===== config.mk =====
export PLATFORM = sky130hd
export DESIGN_NAME = aqed_win_counter
export DESIGN_NICKNAME = d
export VERILOG_FILES = /design/src/rtl/aqed_win_counter.sv
export SDC_FILE = /design/constraint.sdc
export NUM_CORES = 1
export LEC_CHECK = 0
export ABC_AREA = 1
export CAP_MARGIN = 25
export CORE_UTILIZATION = 53
export CTS_CLUSTER_SIZE = 8
export DETAILED_ROUTE_END_ITERATION = 10
export PLACE_DENSITY = 0.84
export SYNTH_ARGS = -nofsm -noshare
export SYNTH_HDL_FRONTEND = slang
export SYNTH_SLANG_ARGS = --single-unit
export TNS_END_PERCENT = 30

===== constraint.sdc =====
create_clock -name clk -period 2.45 [get_ports clk]
set_input_delay 0.245 -clock clk [delete_from_list [all_inputs] [get_ports clk]]
set_output_delay 0.245 -clock clk [all_outputs]
set_load 0.01 [all_outputs]

===== src/rtl/aqed_win_counter.sv =====
// Slot counter within one bank window; wraps at depth_q-1 and flags the wrap.
module aqed_win_counter #(
  parameter int unsigned DEPTH_WIDTH = 16
) (
  input  logic                   clk,
  input  logic                   reset,
  input  logic                   clear,
  input  logic                   inc,
  input  logic [DEPTH_WIDTH-1:0] depth_q,
  output logic [DEPTH_WIDTH-1:0] cnt,
  output logic                   wrap
);

  logic [DEPTH_WIDTH-1:0] cnt_q;
  logic                   last;

  // depth_q is never zero, the owner clamps it to at least one.
  assign last = (cnt_q == depth_q - DEPTH_WIDTH'(1));
  assign wrap = inc & last;
  assign cnt  = cnt_q;

  always_ff @(posedge clk) begin
    if (reset || clear) begin
      cnt_q <= '0;
    end else if (inc) begin
      cnt_q <= last ? '0 : cnt_q + DEPTH_WIDTH'(1);
    end
  end

endmodule


==> implementation parameters, run 1 <==
Parameter                              Value

Timing
  Final count of negative-setup-slack endpoints ... 0
  Final Max Tran Viols ... 0
  Number of hold violations in the final report ... 0
  Ratio of final minimum period to clock period ... 94.7%
  Setup repair after global routing missed its margin ... no
  Post-route clock skew ... 0.00582 ns
  Final period demand of the worst path ... 2.32 ns
  Worst slew margin ... 72.3%
  Least-Margin Pin Slew ... 0.414 ns
  Min setup slack post-route ... 0.130 ns
  Maximum operating frequency ... 0.431 GHz

Synthesis
  Post-synthesis sequential area ratio ... 20.6%
  Multiplexer share of the synthesized area ... 0%
  Adder and majority gate portion of the synthesized area ... 1.61%
  Post-synthesis cell type count ... 24
  Xor/xnor cell area share of the yosys netlist ... 13.0%
  Count of synthesis-stage warnings from yosys ... 0
  Post-Synth Simple-Gate Area ... 50.3%
  Synth area leader ... sky130_fd_sc_hd__dfxtp_1
  Largest family of logic cells by synthesized area ... simple AND/OR/NAND/NOR gates
  Compound-cell area share of the yosys netlist ... 4.52%
  Number of nets produced by synthesis ... 278
  Number of instances in the synthesized netlist ... 256
  Post-synthesis area per instance ... 6.06 um2
  Top cells by area in the synthesized netlist ... sky130_fd_sc_hd__dfxtp_1 (21%), sky130_fd_sc_hd__nand2_1 (16%), sky130_fd_sc_hd__xor2_1 (9.0%)
  Top-area cell type share of the netlist area ... 20.6%
  Combined area of all synthesized cells ... 1550 um2
  Number of flip-flops and latches in the synthesized netlist ... 16

Worst setup path
  Data arrival at the endpoint of the critical path ... 2.08 ns
  Worst-case reg-to-reg path depth ... 12
  Required arrival time at the worst endpoint ... 2.20 ns
  Kind of critical path ... input port to primary output
  Crit Path Max Fanout ... 5
  CP startpoint kind ... input port
  Worst Setup End Kind ... primary output

Detailed routing
  Routed Antenna Nets ... 0
  Number of remaining DRC errors ... 0
  Total via count in the routed design ... 1774
  DRT Wirelength ... 4190 um
  Number of detailed-routing iterations run before antenna repair ... 4
  Post-detailed-route wirelength per cell ... 11.8 um
  DR iter-0 viols ... 84
  Number of vias per cell after detailed routing ... 5.01

Place
  Number of cells after detailed placement ... 350
  Buffers added on ports ... 36
  Instance area after placement ... 2150 um2
  Half-perimeter wire length of the detailed placement result ... 3510 um
  Worst setup slack after placement ... -0.286 ns
  Routability congestion estimate ... 0.944

Cells and area
  Post-route design area ... 2190 um2
  Area grow syn2layout ... 41.3%
  Layout Utilization ... 79.5%
  Count of non-filler cells in the finished layout ... 354
  # nets final ... 346
  Largest register FFs ... 16
  # diodes ... 0
  Most frequent cells in the layout ... sky130_fd_sc_hd__nand2_1 (68), sky130_fd_sc_hd__inv_1 (36), sky130_fd_sc_hd__clkdlybuf4s50_1 (35), sky130_fd_sc_hd__nor2_1 (31), sky130_fd_sc_hd__buf_4 (28)
  Most common library cell in the layout ignoring fill and taps ... sky130_fd_sc_hd__nand2_1
  Share of final-layout standard cells stronger than drive strength 1 ... 18.6%

Hold path
  Hold Path Class ... flop to flop
  Number of cells on the worst hold path ... 2

Clocking
  Clock tree from TritonCTS ... done
  Clock slew at the register clock pins of the worst setup and hold paths ... 0.10 ns
  Library cell used as clock root buffer ... sky130_fd_sc_hd__clkbuf_4
  CTS H-tree depth ... 1
  Count of buffers added by post-CTS timing repair for setup ... 0
  Worst-case clock buffer depth ... 2
  Number of clock sinks ... 16
  Clock latency on the worst-skew pair ... 0.29 ns
  Clock buffers created by TritonCTS ... 3

Die
  Die outline width ... 56.1 um
  Die footprint ... 3150 um2
  Placement Rows ... 19
  Die boundary height ... 56.1 um
  Area of the placeable core ... 2760 um2
  I/O pins ... 37
  Starting utilization of the core area ... 56.3%

GRT
  Number of antenna violations at the first check in global routing ... 0
  Wire length of the first global-routing pass ... 7160 um
  Number of global-route vias before repair ... 1665
  Maximum number of pins on one net before global-route repair ... 10
  Total congestion overflow ... 0
  Total global-route track usage ... 28.3%

Power and ir drop
  Power per cell area ... 275 nW/um2
  Worst voltage drop across the vdd grid ... 0.000380 V
  Leakage power total ... 1.01 nW
  PnR Total Power ... 0.604 mW

Status
  Status ... finished, final reports clean

Job
  Max-capacitance violation count ... 0
==> cell families after synthesis <==
kind of cell	Yosys count
and+or+nand+nor	162
DFF	16
AOI/OAI and AO/OA	13
adders and majority gates	2
xor gates and xnor gates	23
buffers and inverters	40
==> worst paths after layout <==
kind / start / endpoint / slack (ns)
setup / recovery: depth_q[4] / wrap / 0.13
hold / removal: cnt[1] / cnt[1] / 0.56
setup reg to reg: cnt[0] / cnt[14] / 0.55
hold reg to reg: cnt[1] / cnt[1] / 0.56
==> timing repair <==
| item | in CTS | in global routing |
|---|---|---|
| hold buffers | 0 | 0 |
| hold endpoints to repair | 0 | 0 |
| gates resized for setup | 3 | 3 |
| endpoints found under the setup margin | 1 | 1 |
| pin swaps | 0 | 1 |
==> synth_stat cells (all sizes together) <==
cell type / n
nor3: 5
inv: 39
nand2: 71
and2: 1
nand3: 25
o21bai: 2
nand4: 7
nor2: 49
o21ai: 6
dfxtp: 16
nand3b: 4
buf: 1
ha: 2
a21oi: 5
xnor2: 7
xor2: 16
==> power breakdown <==
part | total [mW] | switching [mW] | internal [mW]
sequential | 0.262 | 0.00120 | 0.261
clock | 0.177 | 0.0865 | 0.0906
combinational | 0.164 | 0.0809 | 0.0835
==> layer usage <==
layer	vias up	share of wire, %	global-route usage [%]
li1	932	-	-
met1	775	45	36.9
met2	54	48	47.8
met3	13	4.7	2.09
met4	0	2.6	12.5
met5	-	0	0
==> worst max-delay path, stage by stage <==
cell                              delay (ns)
sky130_fd_sc_hd__clkdlybuf4s50_1        0.50
sky130_fd_sc_hd__nor2_2                 0.18
sky130_fd_sc_hd__nand2_1                0.13
sky130_fd_sc_hd__nor2_4                 0.16
sky130_fd_sc_hd__nand2_1                0.06
sky130_fd_sc_hd__nand2_1                0.08
sky130_fd_sc_hd__nand3_1                0.08
sky130_fd_sc_hd__nand3b_1               0.16
sky130_fd_sc_hd__nor3_1                 0.14
sky130_fd_sc_hd__nand3_1                0.11
sky130_fd_sc_hd__nor2_1                 0.10
sky130_fd_sc_hd__clkbuf_2               0.13
==> metrics by stage <==
step           setup TNS, ns  hold WS, ns
2_1_floorplan              0        0.483
3_5_place_dp          -0.286        0.544
6_report                   0        0.560
4_1_cts                    0        0.562
5_1_grt                    0        0.585
3_3_place_gp          -0.246        0.523
==> cell type report <==
cell class                 instances  area, um2
timing repair buffer              64        566
multi-input combinational        200       1080
fill                             220        566
tap                               31       38.8
inverter                          39        146
clock buffer                       4       36.3
sequential                        16        320
(Power assumes the default switching activity.)
==> inputs of run 2 (changes only) <==
--- a/config.mk
+++ b/config.mk
@@ -14,4 +14,4 @@
 export SYNTH_ARGS = -nofsm -noshare
 export SYNTH_HDL_FRONTEND = slang
 export SYNTH_SLANG_ARGS = --single-unit
-export TNS_END_PERCENT = 30
+export TNS_END_PERCENT = 100
==> constraint.sdc (replaced) <==
create_clock -name clk -period 3 [get_ports clk]
set_input_delay 0.3 -clock clk [delete_from_list [all_inputs] [get_ports clk]]
set_output_delay 0.3 -clock clk [all_outputs]
set_load 0.01 [all_outputs]
==> implementation parameters, run 2 (synthesized netlist as in run 1, its figures left out) <==
Parameter                              Value

Worst setup path
  Worst Setup End Kind ... primary output
  Series of cell instances along the critical path ... clkdlybuf4s50_1 > inv_2 > nand3_4 > nor2_1 > nand2_1 > nand2_1 > nand3_1 > nand3b_1 > nor3_1 > nand3_1 > nor2_1 > clkdlybuf4s50_1
  Internal reg-to-reg setup slack ... 1.07 ns
  Required arrival time at the worst endpoint ... 2.70 ns
  Kind of critical path ... input port to primary output
  Worst reg2reg path endpoint ... cnt[14]
  Worst r2r src ... cnt[0]
  Standard cell with the maximum stage delay on the critical path ... sky130_fd_sc_hd__clkdlybuf4s50_1
  Worst-case reg-to-reg path depth ... 11
  Crit Path Max Fanout ... 5
  Data arrival at the endpoint of the critical path ... 2.55 ns
  Stage delay of the slowest cell on the critical path ... 0.53 ns
  CP startpoint kind ... input port

Timing
  Maximum operating frequency ... 0.351 GHz
  Min setup slack post-route ... 0.149 ns
  Final period demand of the worst path ... 2.85 ns
  Setup total negative slack ... 0 ns
  Final Max Tran Viols ... 0
  Worst slew margin ... 69.5%
  Hold slack ... 0.548 ns
  Final count of negative-setup-slack endpoints ... 0
  Ratio of final minimum period to clock period ... 95.0%
  Post-route clock skew ... 0.00937 ns
  Number of hold violations in the final report ... 0
  Setup repair after global routing missed its margin ... no
  Least-Margin Pin Slew ... 0.456 ns

Detailed routing
  DR iter-0 viols ... 81
  DRT Wirelength ... 3900 um
  Total via count in the routed design ... 1675
  Number of detailed-routing iterations run before antenna repair ... 4
  Number of remaining DRC errors ... 0
  Post-detailed-route wirelength per cell ... 11.9 um
  Number of vias per cell after detailed routing ... 5.12
  Routed Antenna Nets ... 0

Power and ir drop
  Register share of total power ... 45.4%
  Comb power frac ... 23.9%
  Clock power share ... 30.7%
  Leakage power total ... 0.877 nW
  PnR Total Power ... 0.473 mW
  Sw Share ... 28.4%
  Cell internal power dissipation ... 0.339 mW
  Worst voltage drop across the vdd grid ... 0.000340 V
  Power per cell area ... 236 nW/um2
  Net Sw Power ... 0.134 mW

Hold path
  Number of cells on the worst hold path ... 2
  Hold Path Class ... flop to flop
  Worst Hold Path EP ... cnt[1]
  Startpoint of the most critical hold path ... cnt[1]

Cells and area
  Count of non-filler cells in the finished layout ... 327
  Layout Utilization ... 72.7%
  # diodes ... 0
  Share of final-layout standard cells stronger than drive strength 1 ... 11.1%
  Most frequent cells in the layout ... sky130_fd_sc_hd__nand2_1 (68), sky130_fd_sc_hd__clkdlybuf4s50_1 (36), sky130_fd_sc_hd__inv_1 (35), sky130_fd_sc_hd__nor2_1 (31), sky130_fd_sc_hd__nand3_1 (24)
  Post-route design area ... 2000 um2
  Area grow syn2layout ... 29.2%
  # nets final ... 319
  Largest register FFs ... 16
  Most common library cell in the layout ignoring fill and taps ... sky130_fd_sc_hd__nand2_1

Place
  Half-perimeter wire length of the detailed placement result ... 3190 um
  Instance area after placement ... 1950 um2
  Number of cells after detailed placement ... 323
  Routability congestion estimate ... 0.887
  Buffers added on ports ... 36
  Worst setup slack after placement ... 0.00967 ns

Job
  Max-capacitance violation count ... 0

GRT
  Wire length of the first global-routing pass ... 6400 um
  Maximum number of pins on one net before global-route repair ... 10
  Total global-route track usage ... 25.1%
  Number of global-route vias before repair ... 1490
  Total congestion overflow ... 0
  Number of antenna violations at the first check in global routing ... 0

Clocking
  Clock buffers created by TritonCTS ... 3
  Clock tree from TritonCTS ... done
  Count of buffers added by post-CTS timing repair for setup ... 0
  Clock latency on the worst-skew pair ... 0.30 ns
  Library cell used as clock root buffer ... sky130_fd_sc_hd__clkbuf_4
  Worst-case clock buffer depth ... 2
  Clock slew at the register clock pins of the worst setup and hold paths ... 0.10 ns
  CTS H-tree depth ... 1
  Number of clock sinks ... 16

Die
  Die boundary height ... 56.1 um
  Die footprint ... 3150 um2
  Placement Rows ... 19
  I/O pins ... 37
  Area of the placeable core ... 2760 um2
  Die outline width ... 56.1 um
  Starting utilization of the core area ... 56.3%

Status
  Status ... finished, final reports clean
==> run 2: cell count changes in the layout (fill, tap and decap cells not counted), sizes merged <==
cell           previous run  this run
clkdlybuf4s50            35        36
buf                      28         1
clkbuf                    5         4
==> run 2: repair_timing <==
item                                    in CTS  in global routing
endpoints found under the setup margin       0                  1
gates resized for setup                      0                  5
hold buffers                                 0                  0
endpoints found under the hold margin        0                  0
==> run 2: layout make-up <==
type                            instances  area, um2
Tap cell                               31       38.8
Inverter                               39        146
Sequential cell                        16        320
Fill cell                             241        753
Timing Repair Buffer                   37        368
Multi-Input combinational cell        200       1090
Clock buffer                            4       36.3
==> run 2: worst max path at each step <==
stage / start / to / slack (ns) / depth (start not counted)
floorplan: depth_q[1] / wrap / 1.11 / 11
global placement: depth_q[0] / wrap / 0.08 / 14
detailed placement: depth_q[1] / wrap / 0.01 / 13
CTS: depth_q[1] / wrap / 0.02 / 13
global route: depth_q[0] / wrap / 0.009 / 14
finish: depth_q[2] / wrap / 0.15 / 12
==> run 2: power by group through the flow <==
stage                     Combinational, mW  Clock (mW)  Sequential [mW]
final                                 0.113       0.145            0.215
after CTS                             0.110       0.146            0.215
after global routing                  0.124       0.154            0.215
after floorplan                      0.0617           0            0.220
after global placement                0.107           0            0.220
after detailed placement              0.109           0            0.220
==> run 2: metal layers <==
metal,part of all wire (%),track usage [%],up-vias
met5,0,0,-
met4,0.49,5.23,0
met3,3.9,2.33,2
met2,49,42.9,42
met1,47,34.5,753
li1,-,-,878
==> run 2: critical path: cells and delay by family <==
| kind | cells | cell delay, ns |
|---|---|---|
| buffers and inverters | 3 | 1.16 |
| and+or+nand+nor | 9 | 1.08 |
